$ cat src/rtl/fifo_port_arbiter_if.sv
// Bundle between the shared-FIFO arbiter, its producers/consumers, the FIFO and the sequencer.
// The arbiter takes the slave side; the bench or surrounding system takes the master side.
interface fifo_port_arbiter_if #(
  parameter int NUM_REQ    = 4,
  parameter int ID_WIDTH   = 2,
  parameter int DATA_WIDTH = 8,
  parameter int CNT_WIDTH  = 5
);
  logic [NUM_REQ-1:0]            wr_req;
  logic [NUM_REQ*DATA_WIDTH-1:0] wr_data;
  logic [NUM_REQ-1:0]            wr_gnt;
  logic [NUM_REQ-1:0]            rd_req;
  logic [NUM_REQ-1:0]            rd_gnt;
  logic                          rd_valid;
  logic [ID_WIDTH-1:0]           rd_id;
  logic [DATA_WIDTH-1:0]         rd_data;
  logic                          fifo_write;
  logic                          fifo_read;
  logic [DATA_WIDTH-1:0]         fifo_data_in;
  logic [DATA_WIDTH-1:0]         fifo_data_out;
  logic                          fifo_full;
  logic                          fifo_empty;
  logic                          fifo_overflow;
  logic                          fifo_underflow;
  logic                          hold;
  logic [CNT_WIDTH-1:0]          occ;
  logic                          busy;
  logic                          err;

  modport slave (
    input  wr_req, wr_data, rd_req, fifo_data_out, fifo_full, fifo_empty,
           fifo_overflow, fifo_underflow, hold,
    output wr_gnt, rd_gnt, rd_valid, rd_id, rd_data, fifo_write, fifo_read,
           fifo_data_in, occ, busy, err
  );

  modport master (
    output wr_req, wr_data, rd_req, fifo_data_out, fifo_full, fifo_empty,
           fifo_overflow, fifo_underflow, hold,
    input  wr_gnt, rd_gnt, rd_valid, rd_id, rd_data, fifo_write, fifo_read,
           fifo_data_in, occ, busy, err
  );
endinterface

$ cat src/rtl/fifo_port_arbiter.sv
// Round-robin write/read arbiter sharing one FIFO: grants are combinational, read data returns 1 cycle after rd_gnt.
// Requesters simply stay un-granted while full/empty, held, or in the sticky error state.
module fifo_port_arbiter #(
  parameter int NUM_REQ    = 4,
  parameter int ID_WIDTH   = 2,
  parameter int DATA_WIDTH = 8,
  parameter int DEPTH      = 16,
  parameter int CNT_WIDTH  = 5
) (
  input  logic                 clk,
  input  logic                 rst_n,
  fifo_port_arbiter_if.slave   bus
);
  localparam int IW1 = ID_WIDTH + 1;

  typedef enum logic [1:0] {S_RUN, S_HOLD, S_ERR} state_t;

  state_t                 r_state;
  logic                   r_err;
  logic [ID_WIDTH-1:0]    r_wr_ptr;
  logic [ID_WIDTH-1:0]    r_rd_ptr;
  logic [CNT_WIDTH-1:0]   r_occ;
  logic                   r_rd_valid;
  logic [ID_WIDTH-1:0]    r_rd_id;

  logic                   w_grant_ok;
  logic                   w_wr_ok;
  logic                   w_rd_ok;
  logic [ID_WIDTH:0]      w_wr_pick;
  logic [ID_WIDTH:0]      w_rd_pick;
  logic                   w_wr_go;
  logic                   w_rd_go;
  logic [ID_WIDTH-1:0]    w_wr_idx;
  logic [ID_WIDTH-1:0]    w_rd_idx;
  logic [NUM_REQ-1:0]     w_wr_gnt;
  logic [NUM_REQ-1:0]     w_rd_gnt;

  function automatic logic [ID_WIDTH-1:0] f_wrap(input logic [ID_WIDTH:0] s);
    logic [ID_WIDTH:0] t;
    t = s;
    if (t >= IW1'(NUM_REQ)) t = t - IW1'(NUM_REQ);
    return t[ID_WIDTH-1:0];
  endfunction

  // Returns {found, index}; scanning downward lets the lowest offset from ptr win.
  function automatic logic [ID_WIDTH:0] f_rr_pick(input logic [NUM_REQ-1:0] req,
                                                  input logic [ID_WIDTH-1:0] ptr);
    logic [ID_WIDTH:0]   res;
    logic [ID_WIDTH-1:0] idx;
    res = '0;
    for (int k = NUM_REQ - 1; k >= 0; k--) begin
      idx = f_wrap({1'b0, ptr} + IW1'(k));
      if (req[idx]) res = {1'b1, idx};
    end
    return res;
  endfunction

  assign w_grant_ok = (r_state == S_RUN) && !bus.hold;
  // Eligibility uses only the registered count, so same-cycle write/read never unblock each other.
  assign w_wr_ok    = w_grant_ok && (r_occ < CNT_WIDTH'(DEPTH)) && !bus.fifo_full;
  assign w_rd_ok    = w_grant_ok && (r_occ != '0) && !bus.fifo_empty;

  assign w_wr_pick  = f_rr_pick(bus.wr_req, r_wr_ptr);
  assign w_rd_pick  = f_rr_pick(bus.rd_req, r_rd_ptr);
  assign w_wr_go    = w_wr_ok && w_wr_pick[ID_WIDTH];
  assign w_rd_go    = w_rd_ok && w_rd_pick[ID_WIDTH];
  assign w_wr_idx   = w_wr_pick[ID_WIDTH-1:0];
  assign w_rd_idx   = w_rd_pick[ID_WIDTH-1:0];

  always_comb begin
    w_wr_gnt = '0;
    w_rd_gnt = '0;
    if (w_wr_go) w_wr_gnt[w_wr_idx] = 1'b1;
    if (w_rd_go) w_rd_gnt[w_rd_idx] = 1'b1;
  end

  assign bus.wr_gnt       = w_wr_gnt;
  assign bus.rd_gnt       = w_rd_gnt;
  assign bus.fifo_write   = w_wr_go;
  assign bus.fifo_read    = w_rd_go;
  assign bus.fifo_data_in = w_wr_go ? bus.wr_data[w_wr_idx*DATA_WIDTH +: DATA_WIDTH] : '0;
  assign bus.rd_valid     = r_rd_valid;
  assign bus.rd_id        = r_rd_id;
  assign bus.rd_data      = bus.fifo_data_out;
  assign bus.occ          = r_occ;
  assign bus.busy         = (r_occ != '0) || r_rd_valid;
  assign bus.err          = r_err;

  always_ff @(posedge clk or negedge rst_n) begin
    if (!rst_n) begin
      r_state <= S_RUN;
      r_err   <= 1'b0;
    end else if (bus.fifo_overflow || bus.fifo_underflow) begin
      r_state <= S_ERR;
      r_err   <= 1'b1;
    end else begin
      case (r_state)
        S_RUN:   if (bus.hold)  r_state <= S_HOLD;
        S_HOLD:  if (!bus.hold) r_state <= S_RUN;
        default: r_state <= S_ERR;
      endcase
    end
  end

  always_ff @(posedge clk or negedge rst_n) begin
    if (!rst_n) begin
      r_wr_ptr   <= '0;
      r_rd_ptr   <= '0;
      r_occ      <= '0;
      r_rd_valid <= 1'b0;
      r_rd_id    <= '0;
    end else begin
      if (w_wr_go) r_wr_ptr <= f_wrap({1'b0, w_wr_idx} + IW1'(1));
      if (w_rd_go) r_rd_ptr <= f_wrap({1'b0, w_rd_idx} + IW1'(1));
      case ({w_wr_go, w_rd_go})
        2'b10:   r_occ <= r_occ + 1'b1;
        2'b01:   r_occ <= r_occ - 1'b1;
        default: r_occ <= r_occ;
      endcase
      r_rd_valid <= w_rd_go;
      if (w_rd_go) r_rd_id <= w_rd_idx;
    end
  end
endmodule
$ cat src/flat_wrapper.sv
// flat-port wrapper written by rule: the top's interface ports become plain ports
module fifo_port_arbiter_flat 
#(
  parameter int NUM_REQ    = 4,
  parameter int ID_WIDTH   = 2,
  parameter int DATA_WIDTH = 8,
  parameter int DEPTH      = 16,
  parameter int CNT_WIDTH  = 5
)
  (clk, rst_n, bus_wr_req, bus_wr_data, bus_rd_req, bus_fifo_data_out, bus_fifo_full, bus_fifo_empty, bus_fifo_overflow, bus_fifo_underflow, bus_hold, bus_wr_gnt, bus_rd_gnt, bus_rd_valid, bus_rd_id, bus_rd_data, bus_fifo_write, bus_fifo_read, bus_fifo_data_in, bus_occ, bus_busy, bus_err);
  fifo_port_arbiter_if #(.NUM_REQ(NUM_REQ), .ID_WIDTH(ID_WIDTH), .DATA_WIDTH(DATA_WIDTH), .CNT_WIDTH(CNT_WIDTH)) bus_i ();
  input  logic clk;
  input  logic rst_n;
  input wire logic [$bits(bus_i.wr_req)-1:0] bus_wr_req;
  input wire logic [$bits(bus_i.wr_data)-1:0] bus_wr_data;
  input wire logic [$bits(bus_i.rd_req)-1:0] bus_rd_req;
  input wire logic [$bits(bus_i.fifo_data_out)-1:0] bus_fifo_data_out;
  input wire logic [$bits(bus_i.fifo_full)-1:0] bus_fifo_full;
  input wire logic [$bits(bus_i.fifo_empty)-1:0] bus_fifo_empty;
  input wire logic [$bits(bus_i.fifo_overflow)-1:0] bus_fifo_overflow;
  input wire logic [$bits(bus_i.fifo_underflow)-1:0] bus_fifo_underflow;
  input wire logic [$bits(bus_i.hold)-1:0] bus_hold;
  output wire logic [$bits(bus_i.wr_gnt)-1:0] bus_wr_gnt;
  output wire logic [$bits(bus_i.rd_gnt)-1:0] bus_rd_gnt;
  output wire logic [$bits(bus_i.rd_valid)-1:0] bus_rd_valid;
  output wire logic [$bits(bus_i.rd_id)-1:0] bus_rd_id;
  output wire logic [$bits(bus_i.rd_data)-1:0] bus_rd_data;
  output wire logic [$bits(bus_i.fifo_write)-1:0] bus_fifo_write;
  output wire logic [$bits(bus_i.fifo_read)-1:0] bus_fifo_read;
  output wire logic [$bits(bus_i.fifo_data_in)-1:0] bus_fifo_data_in;
  output wire logic [$bits(bus_i.occ)-1:0] bus_occ;
  output wire logic [$bits(bus_i.busy)-1:0] bus_busy;
  output wire logic [$bits(bus_i.err)-1:0] bus_err;
  assign bus_i.wr_req = bus_wr_req;
  assign bus_i.wr_data = bus_wr_data;
  assign bus_i.rd_req = bus_rd_req;
  assign bus_i.fifo_data_out = bus_fifo_data_out;
  assign bus_i.fifo_full = bus_fifo_full;
  assign bus_i.fifo_empty = bus_fifo_empty;
  assign bus_i.fifo_overflow = bus_fifo_overflow;
  assign bus_i.fifo_underflow = bus_fifo_underflow;
  assign bus_i.hold = bus_hold;
  assign bus_wr_gnt = bus_i.wr_gnt;
  assign bus_rd_gnt = bus_i.rd_gnt;
  assign bus_rd_valid = bus_i.rd_valid;
  assign bus_rd_id = bus_i.rd_id;
  assign bus_rd_data = bus_i.rd_data;
  assign bus_fifo_write = bus_i.fifo_write;
  assign bus_fifo_read = bus_i.fifo_read;
  assign bus_fifo_data_in = bus_i.fifo_data_in;
  assign bus_occ = bus_i.occ;
  assign bus_busy = bus_i.busy;
  assign bus_err = bus_i.err;
  fifo_port_arbiter #(.NUM_REQ(NUM_REQ), .ID_WIDTH(ID_WIDTH), .DATA_WIDTH(DATA_WIDTH), .DEPTH(DEPTH), .CNT_WIDTH(CNT_WIDTH)) u_core (.clk(clk), .rst_n(rst_n), .bus(bus_i));
endmodule
$ cat config.mk
export PLATFORM = sky130hd
export DESIGN_NAME = fifo_port_arbiter_flat
export DESIGN_NICKNAME = d
export VERILOG_FILES = /design/src/rtl/fifo_port_arbiter_if.sv /design/src/rtl/fifo_port_arbiter.sv /design/src/flat_wrapper.sv
export SDC_FILE = /design/constraint.sdc
export NUM_CORES = 1
export LEC_CHECK = 0
export ABC_CLOCK_PERIOD_IN_PS = 5300
export CORE_UTILIZATION = 39
export CTS_CLUSTER_SIZE = 10
export DETAILED_ROUTE_END_ITERATION = 8
export PLACE_DENSITY = 0.95
export SLEW_MARGIN = 20
export SYNTH_ARGS = -nofsm -noshare
export SYNTH_HDL_FRONTEND = slang
export SYNTH_SLANG_ARGS = --single-unit
$ cat constraint.sdc
create_clock -name clk -period 5.3 [get_ports clk]
set_clock_uncertainty 0.2 [all_clocks]
set_input_delay 1.59 -clock clk [delete_from_list [all_inputs] [get_ports clk]]
set_output_delay 1.59 -clock clk [all_outputs]
set_load 0.03 [all_outputs]
==> results_dict.tcl, run 1 <==
set metrics [dict create \
    grt_overflow 0 \
    dieArea_um2 3740 \
    hold_class "reg -> reg" \
    areaGrowthSynthToFinish_pct 55.1 \
    grt_start_max_net_pins 20 \
    use_met1_pct 21.9 \
    grt_pass1_wl_mm 5.30 \
    syn_area_um2 1360 \
    clk_pin_slew_ps 90 \
    core_region_area_um2 3340 \
    ys_ff_latch 15 \
    setup.worst_path.start_class "input port" \
    synth_area_leaders "dfrtp_1 28%, mux2i_1 12%, ha_1 10%" \
    n_fill_cell 291 \
    synth_edf_count 0 \
    outcome "finished clean" \
    top_usage_layer "met2" \
    diodes 0 \
    pwr-share-comb_pct 40.1 \
    path_class "in -> out" \
    cts_buffers 3 \
    critPathMaxFanout 3 \
    sw_frac_of_total_pct 31.7 \
    ys_warn_count 0 \
    clockBufferDepth 2 \
    first_pass_iters 4 \
    cts_tree "built" \
    initial_core_util_pct 40.9 \
    maxCapViolCount 0 \
    synth-main-ff-cell "dfrtp_1" \
    hold_buffers 0 \
    use_met3_pct 3.57 \
    hold_viol_final 0 \
    design_area_um2 2120 \
    final_cells 268 \
    final_nets 289 \
    cp.arrival_ps 3410 \
    drt-wirelength-per-cell_um 13.4 \
    place_congestion 0.814 \
    ff_latch_area_um2 375 \
    clock_power_share_pct 20.2 \
    min_period_over_period_pct 98.0 \
    htree_levels 1 \
    fmax_ghz 0.192 \
    worst_hold_slack_ps 283 \
    ir_drop_mv 0.133 \
    vias 1326 \
    dieWidth_um 61.1 \
    rows 21 \
    layout_commonest_cell "clkdlybuf4s50_1" \
    grt_use_total_pct 19.1 \
    routed_wl_mm 3.60 \
    drc 0 \
    mostFrequentLayoutCells "56 x clkdlybuf4s50_1, 22 x buf_4, 16 x mux2i_1" \
    drtIter0Drc 18 \
    setup_tns_ps 0 \
    syn_nets 215 \
    drt.antenna.violating_nets 0 \
    synth.distinct_cells 35 \
    post-place-cells 264 \
    portBuffers 74 \
    internal-power_w 0.000222 \
    cp.required_ps 3510 \
    setup_viol 0 \
    drive_gt1_share_pct 16.7 \
    leakage_nw 1.03 \
    p_seq_share_pct 39.7 \
    netlist_instances 149 \
    slew_violations 0 \
    maxSlewHeadroom_pct 56.1 \
    yosys.area.top_type "dfrtp_1" \
    root_buffer "clkbuf_4" \
    syn_area_per_cell_um2 9.15 \
    synth_top_area_share_pct 27.5 \
    power_density_nw_per_um2 153 \
    hpwl_mm 2.92 \
    min_period_ps 5200 \
    dieHeight_um 61.1 \
    synthArstFlopShare_pct 100 \
    end_kind "primary output" \
    antenna_found_initial 0 \
    multi_input_area_um2 843 \
    rsz0062_at_grt "no" \
    cts.sinks 15 \
    via_per_inst 4.95 \
    placed_area_um2 2090 \
    switchingPower_w 0.000103 \
    ys_seq_area_share_pct 27.5 \
    grt_pass1_vias 1246 \
    met2_usage_pct 35.6 \
    tightest_slew_ps 656 \
    finish.utilization_pct 63.4 \
    io_pins 91 \
    clk_latency_ps 280 \
]
metal layers:
metal	up-vias	share of wire (%)
met2	41	51
li1	665	-
met4	0	0.31
met5	-	0
met1	618	42
met3	2	7.1
through the flow:
| step | power, W | worst slack [ps] |
|---|---|---|
| floorplan | 0.000208 | 483 |
| global placement | 0.000255 | -139 |
| detailed placement | 0.000261 | -250 |
| CTS | 0.000328 | 62.6 |
| global route | 0.000346 | 20.1 |
| finish | 0.000324 | 105 |
worst paths after layout:
| path | startpoint | slack, ps | to | cells past startpoint |
|---|---|---|---|---|
| worst max-delay path | bus_rd_req[3] | 100 | bus_rd_gnt[2] | 8 |
| worst min-delay path | u_core.bus.err | 280 | u_core.bus.err | 1 |
| worst max register to register | u_core.bus.occ[2] | 2180 | u_core.bus.occ[4] | 12 |
| worst min register to register | u_core.bus.err | 280 | u_core.bus.err | 1 |
| max in group asynchronous | rst_n | 2980 | u_core.bus.rd_valid | 1 |
| min in group asynchronous | rst_n | 1500 | u_core.bus.occ[0] | 1 |
power groups by stage:
stage	logic (W)	clock network (W)	registers, W
6_report	0.000130	0.0000656	0.000129
3_3_place_gp	0.000125	0	0.000130
3_5_place_dp	0.000130	0	0.000131
5_1_grt	0.000142	0.0000746	0.000130
2_1_floorplan	0.0000723	0	0.000136
4_1_cts	0.000131	0.0000678	0.000129
registers in the layout (all words and copies together), names as in the netlist:
name / cells
u_core.bus.rd_valid: 1
u_core.r_wr_ptr: 2
u_core.bus.rd_id: 2
u_core.r_state: 2
u_core.bus.occ: 5
u_core.bus.err: 1
u_core.r_rd_ptr: 2
worst max-delay path: stages:
cell and delay (ps):
clkdlybuf4s50_1 490, inv_1 90, a22o_1 200, a221oi_2 260, inv_1 110, ha_1 200
and2_1 120, dlygate4sd2_1 340
timing repair:
item	CTS	global route
gates resized for setup	3	3
setup buffers	0	0
endpoints found under the setup margin	2	2
cells in the mapped netlist (all sizes together) (4+ instances only):
cell type and instances:
a21oi 9, and2 8, buf 12, dfrtp 15, ha 11, inv 14
mux2i 16, nand2 4, nand2b 6, nor2 7, o21ai 4, o22ai 9
xor2 5
cell type report:
class	count	share of cell area, %
multi-input combinational	108	39.9
timing repair buffer	81	35.9
sequential	15	17.7
tap	46	2.72
inverter	14	2.48
clock buffer	3	1.06
clock inverter	1	0.237
cells by family (layout without fill, tap and decap cells):
kind of cell,count (synthesis),in the layout,synth area share [%]
xor+xnor,6,6,3.85
fa+ha+maj,11,11,10.1
buf+inv,26,99,11.3
compound gates,34,34,15.8
flops,15,15,27.5
mux,19,19,14.2
simple gates,38,38,17.2
No activity file was read; power rests on OpenSTA's default activity.
==> run 2, diff against run 1 <==
--- a/config.mk
+++ b/config.mk
@@ -10,7 +10,7 @@
 export CTS_CLUSTER_SIZE = 10
 export DETAILED_ROUTE_END_ITERATION = 8
 export PLACE_DENSITY = 0.95
-export SLEW_MARGIN = 20
+export SLEW_MARGIN = 30
 export SYNTH_ARGS = -nofsm -noshare
 export SYNTH_HDL_FRONTEND = slang
 export SYNTH_SLANG_ARGS = --single-unit
==> results of run 2 <==
The final DEF is identical to that of run 1; final timing and power are the same.
==> run 3, diff against run 2 <==
--- a/config.mk
+++ b/config.mk
@@ -6,10 +6,11 @@
 export NUM_CORES = 1
 export LEC_CHECK = 0
 export ABC_CLOCK_PERIOD_IN_PS = 5300
-export CORE_UTILIZATION = 39
+export CORE_UTILIZATION = 40
 export CTS_CLUSTER_SIZE = 10
 export DETAILED_ROUTE_END_ITERATION = 8
-export PLACE_DENSITY = 0.95
+export DONT_BUFFER_PORTS = 1
+export PLACE_DENSITY = 0.63
 export SLEW_MARGIN = 30
 export SYNTH_ARGS = -nofsm -noshare
 export SYNTH_HDL_FRONTEND = slang
==> run 3 against run 2 <==
Cell area is 32% lower. Largest cell class unchanged. Highest routed layer unchanged. Combinational power is 51% lower. Die area is 2.4% lower. Register-to-register slack better by 20 ps. Largest power group is now sequential cells. Critical path type unchanged. Critical path depth is 2 lower. Worst hold slack better by 24 ps.
==> results_dict.tcl, run 3 (synthesis results as in run 1) <==
set metrics [dict create \
    outcome "finished clean" \
    final_nets 219 \
    drc 0 \
    reg2reg_from "u_core.bus.occ[2]" \
    final_cells 196 \
    maxSlewHeadroom_pct 58.2 \
    sw_frac_of_total_pct 32.7 \
    cpMaxStageDelayCell "a221oi_1" \
    critPathMaxStageDelay_ps 550 \
    dieArea_um2 3650 \
    crit_chain "inv_1, a22o_1, a221oi_1, inv_1, ha_1, and2_1" \
    first_pass_iters 4 \
    mostFrequentLayoutCells "16 x mux2i_1, 15 x dfrtp_1, 14 x inv_1" \
    vias 1082 \
    fmax_ghz 0.210 \
    clk_pin_slew_ps 80 \
    setup.worst_path.start_class "input port" \
    largest_register_ffs 5 \
    diodes 0 \
    end_kind "primary output" \
    internal-power_w 0.000178 \
    rsz0062_at_grt "no" \
    slew_violations 0 \
    worst_hold_slack_ps 307 \
    maxCapViolCount 0 \
    rr_endpoint "u_core.bus.occ[4]" \
    htree_levels 1 \
    antenna_found_initial 0 \
    io_pins 91 \
    cp.arrival_ps 2980 \
    hpwl_mm 2.37 \
    place_congestion 0.749 \
    leakage_nw 0.728 \
    hold_buffers 0 \
    p_seq_share_pct 51.5 \
    via_per_inst 5.52 \
    path_class "in -> out" \
    switchingPower_w 0.0000862 \
    drtIter0Drc 45 \
    crit_buf_inv 2 \
    hold_path_end "u_core.r_state[1]" \
    cts.sinks 15 \
    dieHeight_um 60.4 \
    worstHoldStart "u_core.r_state[1]" \
    power_density_nw_per_um2 184 \
    finish.utilization_pct 45.4 \
    hold_depth 1 \
    clock_power_share_pct 24.2 \
    clk_latency_ps 280 \
    portBuffers 0 \
    rrSetupSlack_ps 2200 \
    root_buffer "clkbuf_4" \
    min_period_over_period_pct 89.9 \
    cp.required_ps 3510 \
    layout_commonest_cell "mux2i_1" \
    grt_start_max_net_pins 20 \
    setup_viol 0 \
    power_w 0.000264 \
    drt.antenna.violating_nets 0 \
    post-place-cells 192 \
    crit_family "compound AO/OA/AOI/OAI gates" \
    critPathMaxFanout 4 \
    cts_buffers 3 \
    grt_use_total_pct 14.8 \
    grt_overflow 0 \
    core_region_area_um2 3150 \
    drive_gt1_share_pct 15.1 \
    min_period_ps 4770 \
    drt-wirelength-per-cell_um 14.5 \
    critPathMostFrequentCell "inv_1" \
    pwr-share-comb_pct 24.3 \
    initial_core_util_pct 43.3 \
    dieWidth_um 60.4 \
    grt_pass1_vias 1042 \
    clockBufferDepth 2 \
    tightest_slew_ps 626 \
    ir_drop_mv 0.149 \
    cts_tree "built" \
    setup_tns_ps 0 \
    hold_class "reg -> reg" \
    n_fill_cell 326 \
    areaGrowthSynthToFinish_pct 5.05 \
    routed_wl_mm 2.83 \
    grt_pass1_wl_mm 4.20 \
    postCtsSetupBuffers 0 \
    hold_viol_final 0 \
    cts.repair.resized 0 \
    rows 20 \
    r2r_cells 11 \
]
[run 3: final cells by class]
cell class	instances	area [um^2]	area share (%)
Clock buffer	3	22.5	1.57
Clock inverter	1	5.00	0.349
Inverter	14	52.6	3.67
Multi-Input combinational cell	108	840	58.6
Sequential cell	15	375	26.2
Tap cell	44	55.1	3.84
Timing Repair Buffer	11	82.6	5.76
[run 3: power groups by stage]
stage          Sequential, W  Combinational, W  Clock (W)
2_1_floorplan       0.000136         0.0000723          0
3_3_place_gp        0.000138         0.0000622          0
3_5_place_dp        0.000138         0.0000650          0
4_1_cts             0.000136         0.0000651  0.0000672
5_1_grt             0.000137         0.0000719  0.0000711
6_report            0.000136         0.0000642  0.0000639
[run 3: worst max-delay path by stage]
stage                  startpoint                   to  slack (ps)  cells past startpoint
global route        bus_rd_req[3]        bus_rd_gnt[0]         420                      6
floorplan                bus_hold  bus_fifo_data_in[2]         480                      6
finish              bus_rd_req[3]        bus_rd_gnt[0]         530                      6
global placement    bus_rd_req[3]        bus_rd_gnt[2]         630                      6
CTS                 bus_rd_req[3]        bus_rd_gnt[0]         520                      6
detailed placement  bus_rd_req[3]        bus_rd_gnt[0]         530                      6
[run 3: metal layers]
| metal | up-vias | GRT usage [%] | wire length (um) |
|---|---|---|---|
| li1 | 522 | - | - |
| met1 | 517 | 18.3 | 1150 |
| met2 | 37 | 25.6 | 1490 |
| met3 | 6 | 4.05 | 177 |
| met4 | 0 | 3.65 | 20 |
| met5 | - | 0 | 0 |
[run 3: worst reg2reg max path, stage by stage (launching register included)]
cell,delay [ps]
dfrtp_1,640
nor2_1,140
nor4b_2,220
nor3_4,330
ha_1,430
xor2_1,190
ha_1,230
a21o_1,130
nand2_1,50
a21o_1,170
a31oi_1,150
xor2_1,160
[run 3: metrics by stage]
step / instance area (um^2) / setup slack, ps
floorplan: 1360 / 483
global placement: 1410 / 628
detailed placement: 1410 / 526
CTS: 1430 / 524
global route: 1430 / 419
finish: 1430 / 533
